### src/rtl/ex_issue.sv
// Single-issue execute stage: decodes one RV32 ALU/mul instruction, drives an external ALU
// for its fixed latency, then holds the result until the consumer takes it.
// Build option: define EX_FPADD_EN to accept the fpadd encoding (opcode 1010011, funct7 0000000).
module ex_issue (
  input  logic        clock,
  input  logic        reset_n,
  input  logic        in_valid,
  output logic        in_ready,
  input  logic [6:0]  in_opcode,
  input  logic [2:0]  in_funct3,
  input  logic [6:0]  in_funct7,
  input  logic [31:0] in_rs1_val,
  input  logic [31:0] in_rs2_val,
  input  logic [4:0]  in_rd,
  output logic [3:0]  alu_control,
  output logic [31:0] alu_in1,
  output logic [31:0] alu_in2,
  input  logic [31:0] alu_result,
  input  logic        zero_flag,
  output logic        out_valid,
  input  logic        out_ready,
  output logic [31:0] out_result,
  output logic        out_zero,
  output logic [4:0]  out_rd,
  output logic        out_illegal,
  output logic        busy
);

  typedef enum logic [1:0] {IDLE = 2'd0, EXEC = 2'd1, DONE = 2'd2} state_e;

  localparam logic [6:0] OP_R      = 7'b0110011;
  localparam logic [6:0] OP_I      = 7'b0010011;
  localparam logic [6:0] F7_BASE   = 7'b0000000;
  localparam logic [6:0] F7_ALT    = 7'b0100000;
  localparam logic [6:0] F7_MUL    = 7'b0000001;
  localparam logic [3:0] ALU_AND   = 4'b0000;
  localparam logic [3:0] ALU_OR    = 4'b0001;
  localparam logic [3:0] ALU_ADD   = 4'b0010;
  localparam logic [3:0] ALU_SLL   = 4'b0011;
  localparam logic [3:0] ALU_SUB   = 4'b0100;
  localparam logic [3:0] ALU_SRL   = 4'b0101;
  localparam logic [3:0] ALU_MUL   = 4'b0110;
  localparam logic [3:0] ALU_XOR   = 4'b0111;
  localparam logic [3:0] ALU_SLT   = 4'b1000;
  localparam logic [2:0] LAT_ALU   = 3'd1;
  localparam logic [2:0] LAT_MUL   = 3'd3;
`ifdef EX_FPADD_EN
  localparam logic [6:0] OP_FP     = 7'b1010011;
  localparam logic [3:0] ALU_FPADD = 4'b1001;
  localparam logic [2:0] LAT_FPADD = 3'd4;
`endif

  state_e      state_q, state_d;
  logic [2:0]  cnt_q, cnt_d;
  logic [3:0]  ctrl_q, ctrl_d;
  logic [31:0] in1_q, in1_d, in2_q, in2_d;
  logic [4:0]  rd_q, rd_d;
  logic [31:0] res_q, res_d;
  logic        zero_q, zero_d;
  logic [4:0]  out_rd_q, out_rd_d;
  logic        ill_q, ill_d;

  logic        accept;
  logic        is_r, is_i, base_ok;
  logic [3:0]  dec_ctrl;
  logic [2:0]  dec_lat;
  logic        dec_legal, dec_shift;

  assign is_r    = (in_opcode == OP_R);
  assign is_i    = (in_opcode == OP_I);
  // Immediates occupy funct7 on I-type, so only R-type must carry the base funct7.
  assign base_ok = is_i || (in_funct7 == F7_BASE);

  // NOTE: every signal written here gets a default first, so no path can infer a latch.
  always_comb begin
    dec_ctrl  = ALU_AND;
    dec_lat   = LAT_ALU;
    dec_legal = 1'b0;
    dec_shift = 1'b0;
    if (is_r || is_i) begin
      case (in_funct3)
        3'b000: begin
          if (base_ok) begin
            dec_ctrl  = ALU_ADD;
            dec_legal = 1'b1;
          end else if (in_funct7 == F7_ALT) begin
            dec_ctrl  = ALU_SUB;
            dec_legal = 1'b1;
          end else if (in_funct7 == F7_MUL) begin
            dec_ctrl  = ALU_MUL;
            dec_lat   = LAT_MUL;
            dec_legal = 1'b1;
          end
        end
        3'b001: begin
          dec_ctrl  = ALU_SLL;
          dec_shift = 1'b1;
          dec_legal = (in_funct7 == F7_BASE);
        end
        3'b101: begin
          dec_ctrl  = ALU_SRL;
          dec_shift = 1'b1;
          dec_legal = (in_funct7 == F7_BASE);
        end
        3'b010: begin
          dec_ctrl  = ALU_SLT;
          dec_legal = base_ok;
        end
        3'b100: begin
          dec_ctrl  = ALU_XOR;
          dec_legal = base_ok;
        end
        3'b110: begin
          dec_ctrl  = ALU_OR;
          dec_legal = base_ok;
        end
        3'b111: begin
          dec_ctrl  = ALU_AND;
          dec_legal = base_ok;
        end
      endcase
    end
`ifdef EX_FPADD_EN
    if (in_opcode == OP_FP && in_funct7 == F7_BASE) begin
      dec_ctrl  = ALU_FPADD;
      dec_lat   = LAT_FPADD;
      dec_legal = 1'b1;
    end
`endif
  end

  assign accept = in_valid && in_ready;

  // NOTE: non-blocking assignments so every register samples pre-edge values.
  always_ff @(posedge clock or negedge reset_n) begin
    if (!reset_n) state_q <= IDLE;
    else          state_q <= state_d;
  end

  always_comb begin
    state_d = state_q;
    case (state_q)
      IDLE:    if (accept) state_d = dec_legal ? EXEC : DONE;
      EXEC:    if (cnt_q == 3'd1) state_d = DONE;
      DONE:    if (out_ready) state_d = IDLE;
      default: state_d = IDLE;
    endcase
  end

  always_comb begin
    in_ready  = reset_n && (state_q == IDLE);
    busy      = (state_q != IDLE);
    out_valid = (state_q == DONE);
  end

  always_comb begin
    cnt_d    = cnt_q;
    ctrl_d   = ctrl_q;
    in1_d    = in1_q;
    in2_d    = in2_q;
    rd_d     = rd_q;
    res_d    = res_q;
    zero_d   = zero_q;
    out_rd_d = out_rd_q;
    ill_d    = ill_q;
    if (accept) begin
      ctrl_d = dec_legal ? dec_ctrl : ALU_AND;
      in1_d  = in_rs1_val;
      in2_d  = dec_shift ? {27'b0, in_rs2_val[4:0]} : in_rs2_val;
      cnt_d  = dec_legal ? dec_lat : 3'd0;
      rd_d   = in_rd;
      if (!dec_legal) begin
        res_d    = '0;
        zero_d   = 1'b1;
        ill_d    = 1'b1;
        out_rd_d = in_rd;
      end
    end else if (state_q == EXEC) begin
      cnt_d = cnt_q - 3'd1;
      if (cnt_q == 3'd1) begin
        res_d    = alu_result;
        zero_d   = zero_flag;
        out_rd_d = rd_q;
        ill_d    = 1'b0;
      end
    end
  end

  always_ff @(posedge clock or negedge reset_n) begin
    if (!reset_n) begin
      cnt_q    <= '0;
      ctrl_q   <= '0;
      in1_q    <= '0;
      in2_q    <= '0;
      rd_q     <= '0;
      res_q    <= '0;
      zero_q   <= 1'b0;
      out_rd_q <= '0;
      ill_q    <= 1'b0;
    end else begin
      cnt_q    <= cnt_d;
      ctrl_q   <= ctrl_d;
      in1_q    <= in1_d;
      in2_q    <= in2_d;
      rd_q     <= rd_d;
      res_q    <= res_d;
      zero_q   <= zero_d;
      out_rd_q <= out_rd_d;
      ill_q    <= ill_d;
    end
  end

  assign alu_control = ctrl_q;
  assign alu_in1     = in1_q;
  assign alu_in2     = in2_q;
  assign out_result  = res_q;
  assign out_zero    = zero_q;
  assign out_rd      = out_rd_q;
  assign out_illegal = ill_q;

endmodule
### config.mk
export PLATFORM = sky130hd
export DESIGN_NAME = ex_issue
export DESIGN_NICKNAME = d
export VERILOG_FILES = /design/src/rtl/ex_issue.sv
export SDC_FILE = /design/constraint.sdc
export NUM_CORES = 1
export LEC_CHECK = 0
export BUFFER_PORTS_ARGS = -buffer_cell sky130_fd_sc_hd__buf_2
export CAP_MARGIN = 20
export CORE_ASPECT_RATIO = 0.6
export CORE_MARGIN = 8
export CORE_UTILIZATION = 43
export CTS_BUF_LIST = sky130_fd_sc_hd__clkbuf_8
export DETAILED_ROUTE_END_ITERATION = 12
export GPL_TIMING_DRIVEN = 0
export PLACE_DENSITY = 0.77
export RECOVER_POWER = 25
export SLEW_MARGIN = 15
export SYNTH_ARGS = -nofsm -noshare
export SYNTH_HDL_FRONTEND = slang
export SYNTH_SLANG_ARGS = --single-unit
### constraint.sdc
create_clock -name clock -period 1.7 [get_ports clock]
set_input_delay 0.085 -clock clock [delete_from_list [all_inputs] [get_ports clock]]
set_output_delay 0.085 -clock clock [all_outputs]
set_load 0.1 [all_outputs]
==> summary.txt, run 1 <==
Worst setup path
  – Critical path peak fanout: 10
  – Most used cell along the critical path: and2_4
  – Cell family with most CP delay: simple AND/OR/NAND/NOR gates
  – WP data arrival: 1.98 ns
  – WP data required: 2.01 ns
  – Crit path kind: reg -> reg
  – Worst Setup End Kind: register
  – Buffers and inverters on the worst path: 3
  – Reg2reg end: out_result[6]
  – Max incr delay on CP: 0.44 ns
  – CP Launch Type: register
  – Crit-path cells: nor3b_4 > and2_4 > buf_6 > and2_4 > buf_12 > buf_8 > a21oi_1
  – Reg2reg start: state_q[0]
  – CP max-delay cell: dfrtp_2
  – R2r setup slk: 0.03 ns
  – R2R depth: 7

Cells and area
  – Fill cells: 726
  – Fin area: 7870 um2
  – Fin nets: 976
  – Share of cells above drive strength 1: 0.368
  – Final core utilization: 0.743
  – P&R area growth vs syn: 67.5%

Power and ir drop
  – Clk pwr share: 0.240
  – Maximum vdd drop: 1370 uV
  – Sw frac: 0.492
  – Power Internal: 0.00550 W
  – PwrDens: 1380 nW/um2
  – Static Leak: 4.15 nW
  – Gate power share: 0.437
  – Reg power frac: 0.322
  – Psw: 0.00533 W

Hold path
  – Min-Delay Path Depth: 4
  – Hold Path Class: in -> reg
  – Hold Crit Start: in_funct3[1]
  – Worst hold path endpoint: alu_control[0]

Detailed routing
  – TritonRoute pass-1 iters: 5
  – Drt initial violations: 242
  – Routed WL: 18200 um
  – Avg Vias per Cell: 5.03
  – ANT nets after route: 0
  – Avg WL per Cell: 18.1 um
  – DRC violations left: 0
  – Routed via count: 5054

Placed design
  – HPWL reported at the end of detailed placement: 11500 um
  – GP Congestion: 0.816
  – PortBufs: 230
  – Area after DPL: 6130 um2

Die
  – Die Y: 97.0 um
  – Die span in x: 151 um
  – Io pins: 233
  – Core box area: 10600 um2
  – DIE AREA: 14600 um2
  – Initial core utilization: 0.443
  – # rows: 29

Synth
  – Number of synthesized flops with an enable pin: 0
  – Cell Area, Synth: 4700 um2
  – Yosys cell types: 34
  – Asr flop ratio synth: 1.00
  – Synth warnings: 0
  – Syn_nets: 606
  – Top_reg_cell synth: dfrtp_1
  – Seq/Total Area, Yosys: 0.623
  – FF+latch count, synth: 117
  – Yosys top cell area share: 0.623
  – Commonest cells post-synth: nand2_1, dfrtp_1, a21oi_1
  – Top-count cell post-synth: nand2_1
  – Leading area contributor after synthesis: dfrtp_1
  – Synth top area cells: dfrtp_1, nand2_1, a22o_1
  – Post-synthesis average cell area: 9.77 um2
  – Cells after Synth: 481

Clocking
  – Clock Root Buffer: clkbuf_8
  – Max H-tree Level: 4
  – CTS Buf Count: 17
  – TritonCTS clock tree: done
  – Clock tree sinks: 117
  – Clk pin slew, worst setup/hold paths: 0.07 ns
  – Clock Tree Buf Depth: 2
  – Clk_lat worst skew: 0.43 ns

STA
  – Final slew viol count: 0
  – RSZ-0062 raised after global routing: yes
  – FMAX: 599 MHz
  – Worst-Margin Slew: 0.913 ns
  – Final min period: 1.67 ns
  – Hold_ws: 0.0661 ns
  – Hold Fails Final Rpt: 0
  – Final setup violating endpoints: 0
  – Post-route clock period utilization: 0.981
  – Rel. slew slack: 0.391
  – Clock skew: 0.0188 ns

Global route
  – First-pass GRT wire length: 28700 um
  – Antenna violations before repair: 2
  – Vias in the first global route: 5505
  – Tot GR Track Use: 0.250
  – Largest net degree at the start of global routing: 50
  – Total grt overflow: 0

Status
  – Status: finished clean

Run
  – Max_cap viols: 0
==> worst register-to-register path, delay by kind of cell (launching register included) <==
| family | cells | cell delay [ns] |
|---|---|---|
| AOI/OAI and AO/OA | 1 | 0.05 |
| buffers and inverters | 3 | 0.41 |
| DFF | 1 | 0.44 |
| and+or+nand+nor | 3 | 0.66 |
==> power by group through the flow <==
| stage | logic [W] | registers [W] | clock network [W] |
|---|---|---|---|
| floorplan | 0.000566 | 0.00647 | 0 |
| global placement | 0.00439 | 0.00348 | 0 |
| detailed placement | 0.00443 | 0.00350 | 0 |
| CTS | 0.00469 | 0.00346 | 0.00264 |
| global route | 0.00489 | 0.00353 | 0.00280 |
| finish | 0.00473 | 0.00349 | 0.00260 |
==> placed cells by master (no fill, tap or decap), types with 2 or more instances in the layout <==
master	instances
and2_4	3
and3_1	5
buf_8	3
clkinvlp_4	5
nor3_1	3
xor2_1	2
nand2_2	2
dfrtp_1	116
inv_6	2
nor2_1	8
bufinv_16	2
ha_1	2
clkbuf_2	9
a21oi_1	30
buf_2	232
clkbuf_4	6
inv_1	5
nand2b_1	2
nand3_1	4
clkbuf_1	2
clkbuf_8	22
buf_4	7
dlygate4sd3_1	110
buf_16	2
o22ai_1	2
a31oi_1	2
diode_2	2
a221o_1	5
o21ai_0	8
a21oi_2	6
a22o_1	27
nand2_1	201
buf_6	4
nand3b_1	4
clkinv_4	4
==> cell type report <==
cell class,count,area [um2],area share
sequential,117,2930,0.372
timing repair buffer,352,2400,0.305
multi-input combinational,329,1680,0.213
clock buffer,19,262,0.0332
buffer,29,253,0.0321
tap,139,174,0.0221
clock inverter,13,150,0.0191
inverter,5,18.8,0.00239
antenna,2,5.00,0.000636
==> cell families after synthesis <==
logic type	share of synthesized area
AOI/OAI and AO/OA	0.125
xor gates and xnor gates	0.00373
adders and majority gates	0.00533
buffers and inverters	0.0325
DFF	0.623
and+or+nand+nor	0.210
==> metal layers <==
layer / track usage / part of all wire
met4: 0.113 / 0.028
met5: 0 / 0
met1: 0.287 / 0.38
met2: 0.423 / 0.51
met3: 0.0702 / 0.078
==> timing repair <==
| action | 4_1_cts | 5_1_grt |
|---|---|---|
| cloned | 1 | 1 |
| endpoints found under the setup margin | 106 | 88 |
| hold buffers | 113 | 0 |
| resized for setup | 18 | 37 |
| pin swaps | 1 | 1 |
| endpoints found under the hold margin | 193 | 0 |
| setup buffers | 1 | 5 |
==> flip-flops by register name (all words and copies together) (netlist names) <==
signal       count
alu_in1         32
alu_in2         32
out_result      32
out_rd           5
rd_q             5
alu_control      4
cnt_q            3
state_q          2
out_illegal      1
out_zero         1
==> worst max-delay path by stage <==
stage          depth (start not counted)             end  slack (ns)       start
2_1_floorplan                          7  out_result[10]       -0.54  state_q[0]
3_3_place_gp                           6     alu_in2[22]       -1.82     reset_n
3_5_place_dp                           7     alu_in2[27]       -0.60     reset_n
4_1_cts                                7  out_result[18]       0.006  state_q[0]
5_1_grt                                7   out_result[3]       -0.02  state_q[0]
6_report                               7   out_result[6]        0.03  state_q[0]
==> through the flow <==
step / instances / setup TNS (ns) / power [W] / worst slack, ns
6_report: 1005 / 0 / 0.0108 / 0.0319
5_1_grt: 1005 / -0.257 / 0.0112 / -0.0216
4_1_cts: 997 / 0 / 0.0108 / 0.00563
3_5_place_dp: 851 / -59.24 / 0.00794 / -0.598
3_3_place_gp: 850 / -299.28 / 0.00786 / -1.82
2_1_floorplan: 481 / -56.98 / 0.00703 / -0.545
(Power assumes the default switching activity.)
==> run 2, diff against run 1 <==
--- a/config.mk
+++ b/config.mk
@@ -7,7 +7,7 @@
 export LEC_CHECK = 0
 export BUFFER_PORTS_ARGS = -buffer_cell sky130_fd_sc_hd__buf_2
 export CAP_MARGIN = 20
-export CORE_ASPECT_RATIO = 0.6
+export CORE_ASPECT_RATIO = 1.5
 export CORE_MARGIN = 8
 export CORE_UTILIZATION = 43
 export CTS_BUF_LIST = sky130_fd_sc_hd__clkbuf_8
==> summary.txt, run 2 (synthesis results as in run 1) <==
Status
  – Status: complete, but fails checks
  – Failing checks: hold timing

Placed design
  – HPWL reported at the end of detailed placement: 11400 um (-0.81%)
  – DP Worst Slack: -0.623 ns (-0.0245 ns)
  – GP Congestion: 0.871 (+6.7%)
  – PortBufs: 230 (unchanged)

Die
  – Initial core utilization: 0.434 (-0.00923)
  – DIE AREA: 14600 um2 (-0.27%)
  – # rows: 47 (+62%)
  – Die span in x: 101 um (-33%)
  – Core box area: 10800 um2 (+2.1%)
  – Die Y: 144 um (+49%)
  – Io pins: 233 (unchanged)

Worst setup path
  – WP data required: 2.05 ns (+0.04 ns)
  – Worst Setup End Kind: register
  – Crit path kind: reg -> reg
  – CP Launch Type: register
  – Critical path peak fanout: 10 (unchanged)
  – WP data arrival: 1.99 ns (about the same)

STA
  – FMAX: 608 MHz (+1.4%)
  – Final slew viol count: 0 (unchanged)
  – Post-route clock period utilization: 0.967 (-0.0140)
  – Hold_ws: -0.457 ns (-0.523 ns)
  – Rel. slew slack: 0.655 (+0.264)
  – Final min period: 1.64 ns (-0.0237 ns)
  – Clock skew: 0.0111 ns (-0.00769 ns)
  – Final setup violating endpoints: 0 (unchanged)
  – Setup ws final: 0.0557 ns (+0.0237 ns)
  – Worst-Margin Slew: 0.521 ns (-0.393 ns)
  – Hold Fails Final Rpt: 117 (+117)

Clocking
  – Max H-tree Level: 4 (unchanged)
  – Clock tree sinks: 117 (unchanged)
  – TritonCTS clock tree: done
  – Clock Tree Buf Depth: 2 (unchanged)
  – Clk pin slew, worst setup/hold paths: 0.07 ns (about the same)
  – CTS Buf Count: 17 (unchanged)
  – Post-cts hold buffer count: 107 (-5.3%)
  – Clock Root Buffer: clkbuf_8
  – Clk_lat worst skew: 0.41 ns (-0.02 ns)

Detailed routing
  – TritonRoute pass-1 iters: 6 (+1)
  – Avg Vias per Cell: 5.05 (+0.38%)
  – Routed WL: 18100 um (-0.46%)
  – Routed via count: 5053 (-0.020%)
  – ANT nets after route: 0 (unchanged)
  – DRC violations left: 0 (unchanged)
  – Avg WL per Cell: 18.1 um (about the same)
  – Drt initial violations: 242 (unchanged)

Run
  – Max_cap viols: 0 (unchanged)

Power and ir drop
  – Maximum vdd drop: 963 uV (-30%)
  – Tot Pwr: 0.0110 W (+1.9%)
  – Static Leak: 4.14 nW (-0.17%)
  – PwrDens: 1420 nW/um2 (+3.2%)

Cells and area
  – Share of cells above drive strength 1: 0.356 (-0.0121)
  – Antenna diodes: 0 (-2)
  – Most frequent cells in the layout: buf_2, nand2_1, dfrtp_1
  – Fin nets: 967 (-0.92%)
  – P&R area growth vs syn: 65.5%
  – Most common cell after layout, fill and taps aside: buf_2

Global route
  – Total grt overflow: 0 (unchanged)
  – Vias in the first global route: 5549 (+0.80%)
  – First-pass GRT wire length: 28400 um (-1.3%)
  – Tot GR Track Use: 0.253 (+0.00319)
  – Largest net degree at the start of global routing: 64 (+28%)
  – Antenna violations before repair: 0 (-2)

Hold path
  – Hold Path Class: in -> async
-- run 2: changes by cell type in the layout (fill, tap and decap cells not counted), moves of 2 or more --
| cell | change |
|---|---|
| inv_1 | +3 |
| dlygate4sd3_1 | -3 |
| clkinv_2 | +3 |
| clkbuf_2 | -2 |
| bufinv_16 | +3 |
| a21oi_1 | +5 |
| clkinv_4 | -4 |
| a21oi_2 | -5 |
| clkinvlp_4 | -5 |
| buf_4 | +2 |
| buf_6 | -2 |
| diode_2 | -2 |
-- run 2: critical path: stages (launching register included) --
cell     delay [ns]
dfrtp_2        0.43
nor3b_4        0.26
nand2_2        0.15
a21oi_4        0.29
buf_2          0.29
a22o_1         0.16
-- run 2: layout make-up --
class | instances | area (um2)
buffer | 29 | 230
tap | 147 | 184
clock buffer | 19 | 262
fill | 774 | 3050
multi-input combinational | 329 | 1660
clock inverter | 12 | 185
timing repair buffer | 343 | 2300
sequential | 117 | 2930
inverter | 5 | 18.8
-- run 2: repair_timing --
item	4_1_cts	5_1_grt
buffers inserted	0	5
setup endpoints to repair	99	105
hold endpoints to repair	228	117
resized for setup	17	26
pin swaps	0	1
-- run 2: worst paths after layout --
check / startpoint / endpoint / slack [ns] / cells past startpoint
max: state_q[1] / alu_in2[22] / 0.06 / 5
min: reset_n / rd_q[3] / -0.46 / 1
max reg2reg: state_q[1] / alu_in2[22] / 0.06 / 5
min reg2reg: alu_in1[31] / alu_in1[31] / 0.47 / 2
max in group asynchronous: reset_n / alu_in2[8] / 1.56 / 2
min in group clock: in_funct7[2] / alu_control[2] / 0.09 / 4
-- run 2: stage by stage --
stage	TNS, ns	hold WS, ns	instance area, um2	std cells	util
after floorplan	-56.98	-0.211	4770	481	-
after global placement	-290.82	0.276	6110	858	0.564
after detailed placement	-55.94	0.0803	6140	859	0.567
after CTS	0	-0.439	7690	996	0.711
after global routing	-0.0875	-0.479	7770	1001	0.718
final	0	-0.457	7770	1001	0.718
-- run 2: power breakdown --
group          switching [W]  internal, W
Clock                0.00109      0.00180
Sequential          0.000248      0.00322
Combinational        0.00382     0.000853
Total                0.00516      0.00588
-- run 2: metal layers --
metal  vias to the layer above  routed length, um  GRT usage
met2                       258               9420      0.440
met3                        33               1590     0.0887
met1                      2456               6620      0.266
met4                         0                467      0.113
li1                       2306                  -          -
met5                         -                  0          0
==> run 3, diff against run 2 <==
--- a/config.mk
+++ b/config.mk
@@ -11,6 +11,7 @@
 export CORE_MARGIN = 8
 export CORE_UTILIZATION = 43
 export CTS_BUF_LIST = sky130_fd_sc_hd__clkbuf_8
+export CTS_CLUSTER_DIAMETER = 120
 export DETAILED_ROUTE_END_ITERATION = 12
 export GPL_TIMING_DRIVEN = 0
 export PLACE_DENSITY = 0.77
==> constraint.sdc (replaced) <==
create_clock -name clock -period 1.7 [get_ports clock]
set_input_delay 0.255 -clock clock [delete_from_list [all_inputs] [get_ports clock]]
set_output_delay 0.255 -clock clock [all_outputs]
set_load 0.1 [all_outputs]
==> summary.txt, run 3 (synthesis results as in run 1) <==
Power and ir drop
  – Clk pwr share: 0.267 (+0.005)
  – Sw frac: 0.468 (+0.000644)
  – PwrDens: 1580 nW/um2 (+11%)
  – Psw: 0.00506 W (-2.0%)
  – Reg power frac: 0.320 (+0.005)
  – Power Internal: 0.00575 W (-2.2%)
  – Gate power share: 0.414 (-0.009)
  – Maximum vdd drop: 1180 uV (+23%)
  – Static Leak: 3.74 nW (-9.5%)

Cells and area
  – Antenna diodes: 0 (unchanged)
  – P&R area growth vs syn: 45.5%
  – Most common cell after layout, fill and taps aside: buf_2
  – Final core utilization: 0.632 (-0.0865)
  – Fin cells: 902 (-9.9%)
  – Fin area: 6840 um2 (-12%)
  – Share of cells above drive strength 1: 0.405 (+0.0493)
  – Fill cells: 952 (+23%)
  – Most frequent cells in the layout: buf_2, nand2_1, dfrtp_1
  – Fin nets: 868 (-10%)

Global route
  – Antenna violations before repair: 0 (unchanged)
  – Largest net degree at the start of global routing: 58 (-9.4%)
  – First-pass GRT wire length: 23100 um (-19%)
  – Tot GR Track Use: 0.204 (-0.0490)
  – Total grt overflow: 0 (unchanged)
  – Vias in the first global route: 4732 (-15%)

Placed design
  – PortBufs: 230 (unchanged)
  – GP Congestion: 0.871 (unchanged)
  – Area after DPL: 6140 um2 (unchanged)
  – Cell Count Post-Placement: 859 (unchanged)
  – HPWL reported at the end of detailed placement: 11400 um (unchanged)

Detailed routing
  – Routed via count: 4465 (-12%)
  – Avg WL per Cell: 16.6 um (-7.9%)
  – TritonRoute pass-1 iters: 5 (-1)
  – Avg Vias per Cell: 4.95 (-1.9%)
  – ANT nets after route: 0 (unchanged)
  – DRC violations left: 0 (unchanged)
  – Drt initial violations: 119 (-51%)
  – Routed WL: 15000 um (-17%)

Die
  – # rows: 47 (unchanged)
  – Die Y: 144 um (unchanged)
  – DIE AREA: 14600 um2 (unchanged)
  – Die span in x: 101 um (unchanged)
  – Initial core utilization: 0.434 (unchanged)
  – Core box area: 10800 um2 (unchanged)
  – Io pins: 233 (unchanged)

Status
  – Status: complete, but fails checks
  – Failing checks: hold timing

STA
  – Clock skew: 0.0110 ns (-0.000190 ns)
  – Worst-Margin Slew: 0.522 ns (+0.00186 ns)
  – RSZ-0062 raised after global routing: yes
  – Rel. slew slack: 0.654 (-0.00123)
  – Hold_ws: -0.295 ns (+0.162 ns)
  – Hold Fails Final Rpt: 55 (-53%)
  – Final slew viol count: 0 (unchanged)
  – Final min period: 1.68 ns (+0.0383 ns)
  – FMAX: 594 MHz (-2.3%)
  – Final setup TNS: 0 ns (unchanged)
  – Post-route clock period utilization: 0.990 (+0.0225)
  – Final setup violating endpoints: 0 (unchanged)

Worst setup path
  – Crit path kind: in -> reg
  – Critical path peak fanout: 10 (unchanged)
  – CP max-delay cell: a2111o_1
  – Crit-path cells: buf_2 > nor3_4 > a31oi_1 > a2111o_1 > and2_4 > buf_8 > a221o_1
  – Worst Setup End Kind: register
  – WP data arrival: 1.98 ns (about the same)
  – CP Launch Type: input port
  – Max incr delay on CP: 0.51 ns (+0.08 ns)
  – WP data required: 2.00 ns (-0.05 ns)

Clocking
  – Clock tree sinks: 117 (unchanged)
  – CTS Buf Count: 17 (unchanged)
  – TritonCTS clock tree: done
  – Post-cts hold buffer count: 8 (-93%)
  – Max H-tree Level: 4 (unchanged)
  – Clock Tree Buf Depth: 2 (unchanged)
  – Clk pin slew, worst setup/hold paths: 0.07 ns (about the same)
  – Clk_lat worst skew: 0.41 ns (about the same)
  – Clock Root Buffer: clkbuf_8

Run
  – Max_cap viols: 0 (unchanged)

Hold path
  – Hold Path Class: in -> async
[run 3: metrics by stage]
stage | power [W] | worst slack, ns
after floorplan | 0.00703 | -0.545
after global placement | 0.00785 | -1.99
after detailed placement | 0.00792 | -0.793
after CTS | 0.0109 | -0.00928
after global routing | 0.0112 | -0.0472
final | 0.0108 | 0.0174
[run 3: metal layers]
| metal | wire, um | vias to the layer above | GRT usage |
|---|---|---|---|
| met4 | 371 | 0 | 0.0946 |
| met5 | 0 | - | 0 |
| li1 | - | 2112 | - |
| met1 | 5770 | 2113 | 0.223 |
| met2 | 7540 | 216 | 0.338 |
| met3 | 1330 | 24 | 0.0800 |
[run 3: timing repair]
action | in CTS | in global routing
gates resized for setup | 21 | 28
cloned | 1 | 0
endpoints found under the setup margin | 119 | 95
pin swaps | 0 | 2
endpoints found under the hold margin | 63 | 55
buffers inserted | 0 | 4
[run 3: layout make-up]
cell class,instances,area [um2],share of cell area
multi-input cells,329,1660,0.243
clock inverters,12,185,0.0271
flip-flops and latches,117,2930,0.429
inverters,5,18.8,0.00275
clock buffers,19,262,0.0383
well taps,147,184,0.0269
repair buffers,244,1360,0.200
plain buffers,29,228,0.0333
[run 3: final timing paths]
kind	startpoint	endpoint	slack, ns	depth (start not counted)
hold reg to reg	alu_in1[31]	alu_in1[31]	0.47	2
min in group clock	in_rs1_val[22]	alu_in1[22]	0.03	3
hold / removal	reset_n	out_result[30]	-0.30	1
max in group asynchronous	reset_n	state_q[0]	1.35	2
setup / recovery	in_funct7[1]	out_rd[3]	0.02	7
setup reg to reg	state_q[1]	out_result[10]	0.08	7
[run 3: worst max-delay path: cells and delay by family]
family          cells  cell delay [ns]
compound gates      3             1.01
simple gates        2             0.45
buf+inv             2             0.26
[run 3: power by group through the flow]
stage | registers, W | logic (W) | clock network, W
2_1_floorplan | 0.00647 | 0.000566 | 0
3_3_place_gp | 0.00348 | 0.00436 | 0
3_5_place_dp | 0.00350 | 0.00443 | 0
4_1_cts | 0.00345 | 0.00447 | 0.00296
5_1_grt | 0.00350 | 0.00463 | 0.00307
6_report | 0.00346 | 0.00447 | 0.00288
